$ cat src/rtl/word_lit_pkg.sv
// Shared literals and state encoding for the word packer/unpacker pair.
// Holds the transmit FSM state enum and the default word-literal mask.
package word_lit_pkg;

    // Word literal XORed by the packer; the unpacker applies it again to undo it.
    localparam logic [15:0] DEFAULT_MASK = 16'h0001;

    typedef enum logic [1:0] {
        EMPTY  = 2'd0,
        FIRST  = 2'd1,
        SECOND = 2'd2
    } tx_state_t;

endpackage

$ cat src/rtl/word_unpack_tx.sv
// word_unpack_tx: unmasks 16-bit words and emits them as two bytes.
// Ports: clk, rst (async active-low); upstream in_valid/in_data/in_ready;
// downstream out_valid/out_data/out_last/out_ready; words_done counter.
module word_unpack_tx
    import word_lit_pkg::*;
#(
    parameter logic [15:0] MASK      = DEFAULT_MASK,
    parameter bit          MSB_FIRST = 1'b1
) (
    input  logic        clk,
    input  logic        rst,
    input  logic        in_valid,
    input  logic [15:0] in_data,
    output logic        in_ready,
    input  logic        out_ready,
    output logic        out_valid,
    output logic [7:0]  out_data,
    output logic        out_last,
    output logic [15:0] words_done
);

    tx_state_t   state_q, state_d;
    logic [15:0] hold_q, hold_d;
    logic [15:0] words_q, words_d;
    logic        accept;
    logic [7:0]  first_byte;
    logic [7:0]  second_byte;

    // A new word may load on the same edge the second byte leaves,
    // which is what makes back-to-back words bubble-free.
    assign in_ready = (state_q == EMPTY) ||
                      ((state_q == SECOND) && out_ready);
    assign accept   = in_valid && in_ready;

    always_comb begin
        state_d = state_q;
        hold_d  = hold_q;
        words_d = words_q;
        if (accept) begin
            hold_d = in_data ^ MASK;
        end
        unique case (state_q)
            EMPTY: begin
                if (accept) begin
                    state_d = FIRST;
                end
            end
            FIRST: begin
                if (out_ready) begin
                    state_d = SECOND;
                end
            end
            SECOND: begin
                if (out_ready) begin
                    words_d = words_q + 16'd1;
                    state_d = accept ? FIRST : EMPTY;
                end
            end
            default: begin
                state_d = EMPTY;
            end
        endcase
    end

    always_ff @(posedge clk or negedge rst) begin
        if (!rst) begin
            state_q <= EMPTY;
            hold_q  <= 16'h0000;
            words_q <= 16'h0000;
        end else begin
            state_q <= state_d;
            hold_q  <= hold_d;
            words_q <= words_d;
        end
    end

    // Outputs depend only on registered state, so they stay put under stall.
    assign first_byte  = MSB_FIRST ? hold_q[15:8] : hold_q[7:0];
    assign second_byte = MSB_FIRST ? hold_q[7:0]  : hold_q[15:8];

    assign out_valid  = (state_q != EMPTY);
    assign out_last   = (state_q == SECOND);
    assign out_data   = out_last ? second_byte : first_byte;
    assign words_done = words_q;

endmodule

$ cat config.mk
export PLATFORM = sky130hd
export DESIGN_NAME = word_unpack_tx
export DESIGN_NICKNAME = d
export VERILOG_FILES = /design/src/rtl/word_lit_pkg.sv /design/src/rtl/word_unpack_tx.sv
export SDC_FILE = /design/constraint.sdc
export NUM_CORES = 1
export LEC_CHECK = 0
export CELL_PAD_IN_SITES_DETAIL_PLACEMENT = 1
export CELL_PAD_IN_SITES_GLOBAL_PLACEMENT = 2
export CORE_ASPECT_RATIO = 1.75
export CORE_MARGIN = 8
export CORE_UTILIZATION = 31
export CTS_CLUSTER_DIAMETER = 150
export CTS_CLUSTER_SIZE = 10
export DETAILED_ROUTE_END_ITERATION = 8
export PLACE_DENSITY_LB_ADDON = 0.05
export SLEW_MARGIN = 0
export SYNTH_ARGS = -nofsm -noshare
export SYNTH_HDL_FRONTEND = slang
export SYNTH_SLANG_ARGS = --single-unit
$ cat constraint.sdc
create_clock -name clk -period 3 [get_ports clk]
set_input_delay 0.6 -clock clk [delete_from_list [all_inputs] [get_ports clk]]
set_output_delay 0.6 -clock clk [all_outputs]
set_load 0.05 [all_outputs]
# After elaboration in Yosys (flattened, before gate mapping)
# Index checks and enable logic that the tools add are counted.
# totals
word_cells	23
output_inout_bits	27
reg_bits	34
# op_classes
bitwise	1
n_eq_ne	5
muxes	6
addsub	1
n_reduce_logical	7
# op_table
operator	count
adder 16 x 1 -> 16 bit (second input constant)	1
2-to-1 mux 8 bit	1
2-to-1 mux 2 bit	3
!= test 2 bit (second input constant)	3
case mux 2 bit (3 select lines)	1
AND reduction 3 bit	1
equality test 2 x 1 -> 1 bit (second input constant)	1
equality test 2 bit (second input constant)	1
logical AND 1 bit	2
logical NOT 2 bit	1
AND reduction 2 bit	1
nonzero test 2 bit	1
logical OR 1 bit	1
2-to-1 mux 1 bit	1
inverter 1 bit	1

# Longest topological paths before layout
# depth
depth_word	7
depth_mapped	6
ltp_nobuf	5

# Worst setup path after synthesis
# No wires, ideal clock.
# synth_path
path_kind	reg-to-output
from	register state_q[0]
to	output port out_data[0]
slack_ns	0.577
stages_incl_launch_ff	4
arrival_time_ns	1.823
cell_sequence	dfrtp_1 -> nand2b_1 -> buf_2 -> o21ai_0
# synth_between
elab_chain_len	2
# synth_lines
item	line	text
from (decl)	word_unpack_tx.sv:22	tx_state_t state_q, state_d;
from (signal assigned)	word_unpack_tx.sv:71	state_q <= state_d;
equality test 2 bit	word_unpack_tx.sv:82	assign out_last = (state_q == SECOND);
2-to-1 mux 8 bit	word_unpack_tx.sv:83	assign out_data = out_last ? second_byte : first_byte;
to (decl)	word_unpack_tx.sv:17	output logic [7:0] out_data,
# Every way passes these cells.

# Final worst setup path
# Ends and elaborated chain as after synthesis.

==> metrics.txt <==
status completed; Post-CTS Setup Repair Bufs 0; NumNets Final between 150 and 200; Clock Tree Root clkbuf_8; CP Cell Sequence nand2b_1 > o21ai_0 > clkdlybuf4s50_1; Critical Path AT about 1.9 ns; Slew Viols, Final 0; placement row count 34; top cell type's share of synthesized area 0.550; Fmax about 400 MHz; Worst slew margin 0.488; synth-to-layout area growth 34.5%; Routed WL a little under 4000 um; period utilization 0.827; fin area around 0.0021 mm^2; Startpoint Class flip-flop; pwr/cell area about 980 mW/mm^2; max_cap viols 0; count leader, synth dfrtp_1; Critical Path Fanout Max 6; post-synthesis sequential area ratio 0.550; post-route ant nets 0; CTS tree done; Synth area leaders dfrtp_1 (55%), mux2_4 (8.7%), xnor2_1 (7.4%); Crit path required time roughly 2.4 ns; Synth cell types 24; crit end category output pin; Pleak roughly 0.95 nW; via count ~1100; DP HPWL 2910 um; CTS resizes 0; critical path class flip-flop to output pin; Async S/R FF share, synth 1.00; clk_lat worst skew 0.28 ns; total global-route track usage 0.106; Setup TNS 0 ns; setup violators final 0; H-tree depth 2; first-pass GRT wire length roughly 6500 um; pin count of the biggest net entering global routing 35; critical path's largest stage delay about 0.83 ns; vias in the first global route about 1300; initial drt markers 20; unrepaired setup endpoints after global routing false; total gr overflow 0; drt drc 0; Mapped Nets around 150; Yosys top cell by area dfrtp_1; Syn Inst Count 130; EDFF count, synth 0; initial core utilization 0.316; DIE AREA 0.00760 mm^2; Crit-path slowest cell clkdlybuf4s50_1; Die Height between 100 and 150 um; min Tclk post-route about 2.5 ns; Worst Skew slightly below 0.003 ns; initial antenna violation count 0; Placed Area about 0.002 mm^2; Syn Area/Cell between 10 and 15 um^2; I/O Buffers 46; GPL Wtd Cong approximately 0.74; Synth Flop Type dfrtp_1; Final Hold Vio Count 0; DRT Pass-1 Iters 3; Longest Clk Path Bufs 2; share of layout cells above drive strength 1 0.202; Multi-input gate area between 600 and 700 um^2; io pins 47; core area 0.00489 mm^2; Hold WC Path Type input port to asynchronous set/reset pin; fill count between 500 and 600; TritonCTS Buffers 5; CTS sink cnt 34; worst ir drop on vdd between 0.6 and 0.7 mV; vias per cell around 4.7; Worst-Margin Slew between 0.7 and 0.8 ns; synthesized area approximately 0.0015 mm^2; synth cell count leaders dfrtp_1 (34), nand2_1 (28), xnor2_1 (13); flops & latches, synth 34; Antenna Cells 0; sequential cell area approximately 850 um^2; Clk pin slew, worst setup/hold paths approximately 0.060 ns; average wire per standard cell 16.7 um; Post-CTS Hold Buffers 0; Die X between 60 and 70 um; Yosys warnings 0
-- metal layers --
layer  vias to the layer above  wire [um]  global-route usage
met3                         5        182              0.0325
met5                         -          0                   0
met2                        30       2040               0.195
met1                       542       1600               0.111
met4                         0         53              0.0398
li1                        524          -                   -
-- power breakdown --
group	leakage, nW	internal [mW]	total (mW)	switching, mW
Combinational	0.479	0.392	1.02	0.626
Clock	0.0383	0.160	0.311	0.151
Sequential	0.430	0.605	0.706	0.101
-- kinds of logic (layout without fill, tap and decap cells) --
group                      count (synthesis)  in the layout  synth area share
and+or+nand+nor                           52             52             0.166
xor gates and xnor gates                  15             15            0.0849
adders and majority gates                  1              1           0.00808
DFF                                       34             34             0.550
buffers and inverters                      8             56            0.0372
muxes                                     17             17             0.145
AOI/OAI and AO/OA                          3              3           0.00970
-- cell usage in the layout, fill, tap and decap left out --
| cell | netlist | layout |
|---|---|---|
| and2_4 | 1 | 1 |
| and3_1 | 4 | 4 |
| and4_1 | 2 | 2 |
| buf_2 | 3 | 1 |
| buf_4 | 0 | 10 |
| clkbuf_1 | 1 | 2 |
| clkbuf_8 | 0 | 5 |
| clkdlybuf4s50_1 | 0 | 36 |
| dfrtp_1 | 34 | 34 |
| ha_1 | 1 | 1 |
| inv_1 | 2 | 2 |
| mux2_2 | 7 | 7 |
| mux2_4 | 9 | 9 |
| mux2i_1 | 1 | 1 |
| nand2_1 | 28 | 28 |
| nand2b_1 | 1 | 1 |
| nand3_1 | 5 | 5 |
| nand4_1 | 5 | 5 |
| nor2_1 | 3 | 3 |
| nor2_4 | 1 | 1 |
| nor2b_2 | 1 | 1 |
| o21ai_0 | 3 | 3 |
| or2_2 | 1 | 1 |
| xnor2_1 | 13 | 13 |
| xor2_1 | 2 | 2 |
-- sequential cells by signal (all words and copies together) (netlist names) --
register / cells
hold_q: 16
words_done: 16
state_q: 2
-- per-stage QoR --
stage / power, mW / setup WS [ns] / instances / utilization / hold slack [ns]
final: 2.03 / 0.518 / 232 / 0.426 / 0.393
after global routing: 2.16 / 0.380 / 232 / 0.426 / 0.459
after CTS: 2.08 / 0.481 / 232 / 0.426 / 0.415
after detailed placement: 1.76 / 0.716 / 225 / 0.410 / 0.469
after global placement: 1.72 / 0.782 / 225 / 0.410 / 0.467
after floorplan: 1.44 / 0.577 / 130 / - / 0.304
-- critical path, delay by kind of cell, from the launching register on --
kind | cells | cell delay, ns
DFF | 1 | 0.43
AOI/OAI and AO/OA | 1 | 0.16
and+or+nand+nor | 1 | 0.19
buffers and inverters | 1 | 0.83
-- worst paths after layout --
check                                            from                          to  slack (ns)  cells past startpoint
setup / recovery               state_q[0]$_DFFE_PN0P_                 out_data[0]        0.52                      3
hold / removal                                    rst       hold_q[7]$_DFFE_PN0P_        0.39                      1
setup reg to reg               state_q[0]$_DFFE_PN0P_   words_done[6]$_DFFE_PN0P_        1.02                      6
hold reg to reg            words_done[15]$_DFFE_PN0P_  words_done[15]$_DFFE_PN0P_        0.48                      1
max in group asynchronous                         rst  words_done[13]$_DFFE_PN0P_        2.11                      1
min in group clk           words_done[15]$_DFFE_PN0P_  words_done[15]$_DFFE_PN0P_        0.48                      1
-- final cells by class --
class,count,share of cell area
Tap cell,54,0.0325
Sequential cell,34,0.409
Timing Repair Buffer,47,0.212
Inverter,2,0.00361
Multi-Input combinational cell,88,0.307
Clock buffer,7,0.0367
No activity file was read; power rests on OpenSTA's default activity.
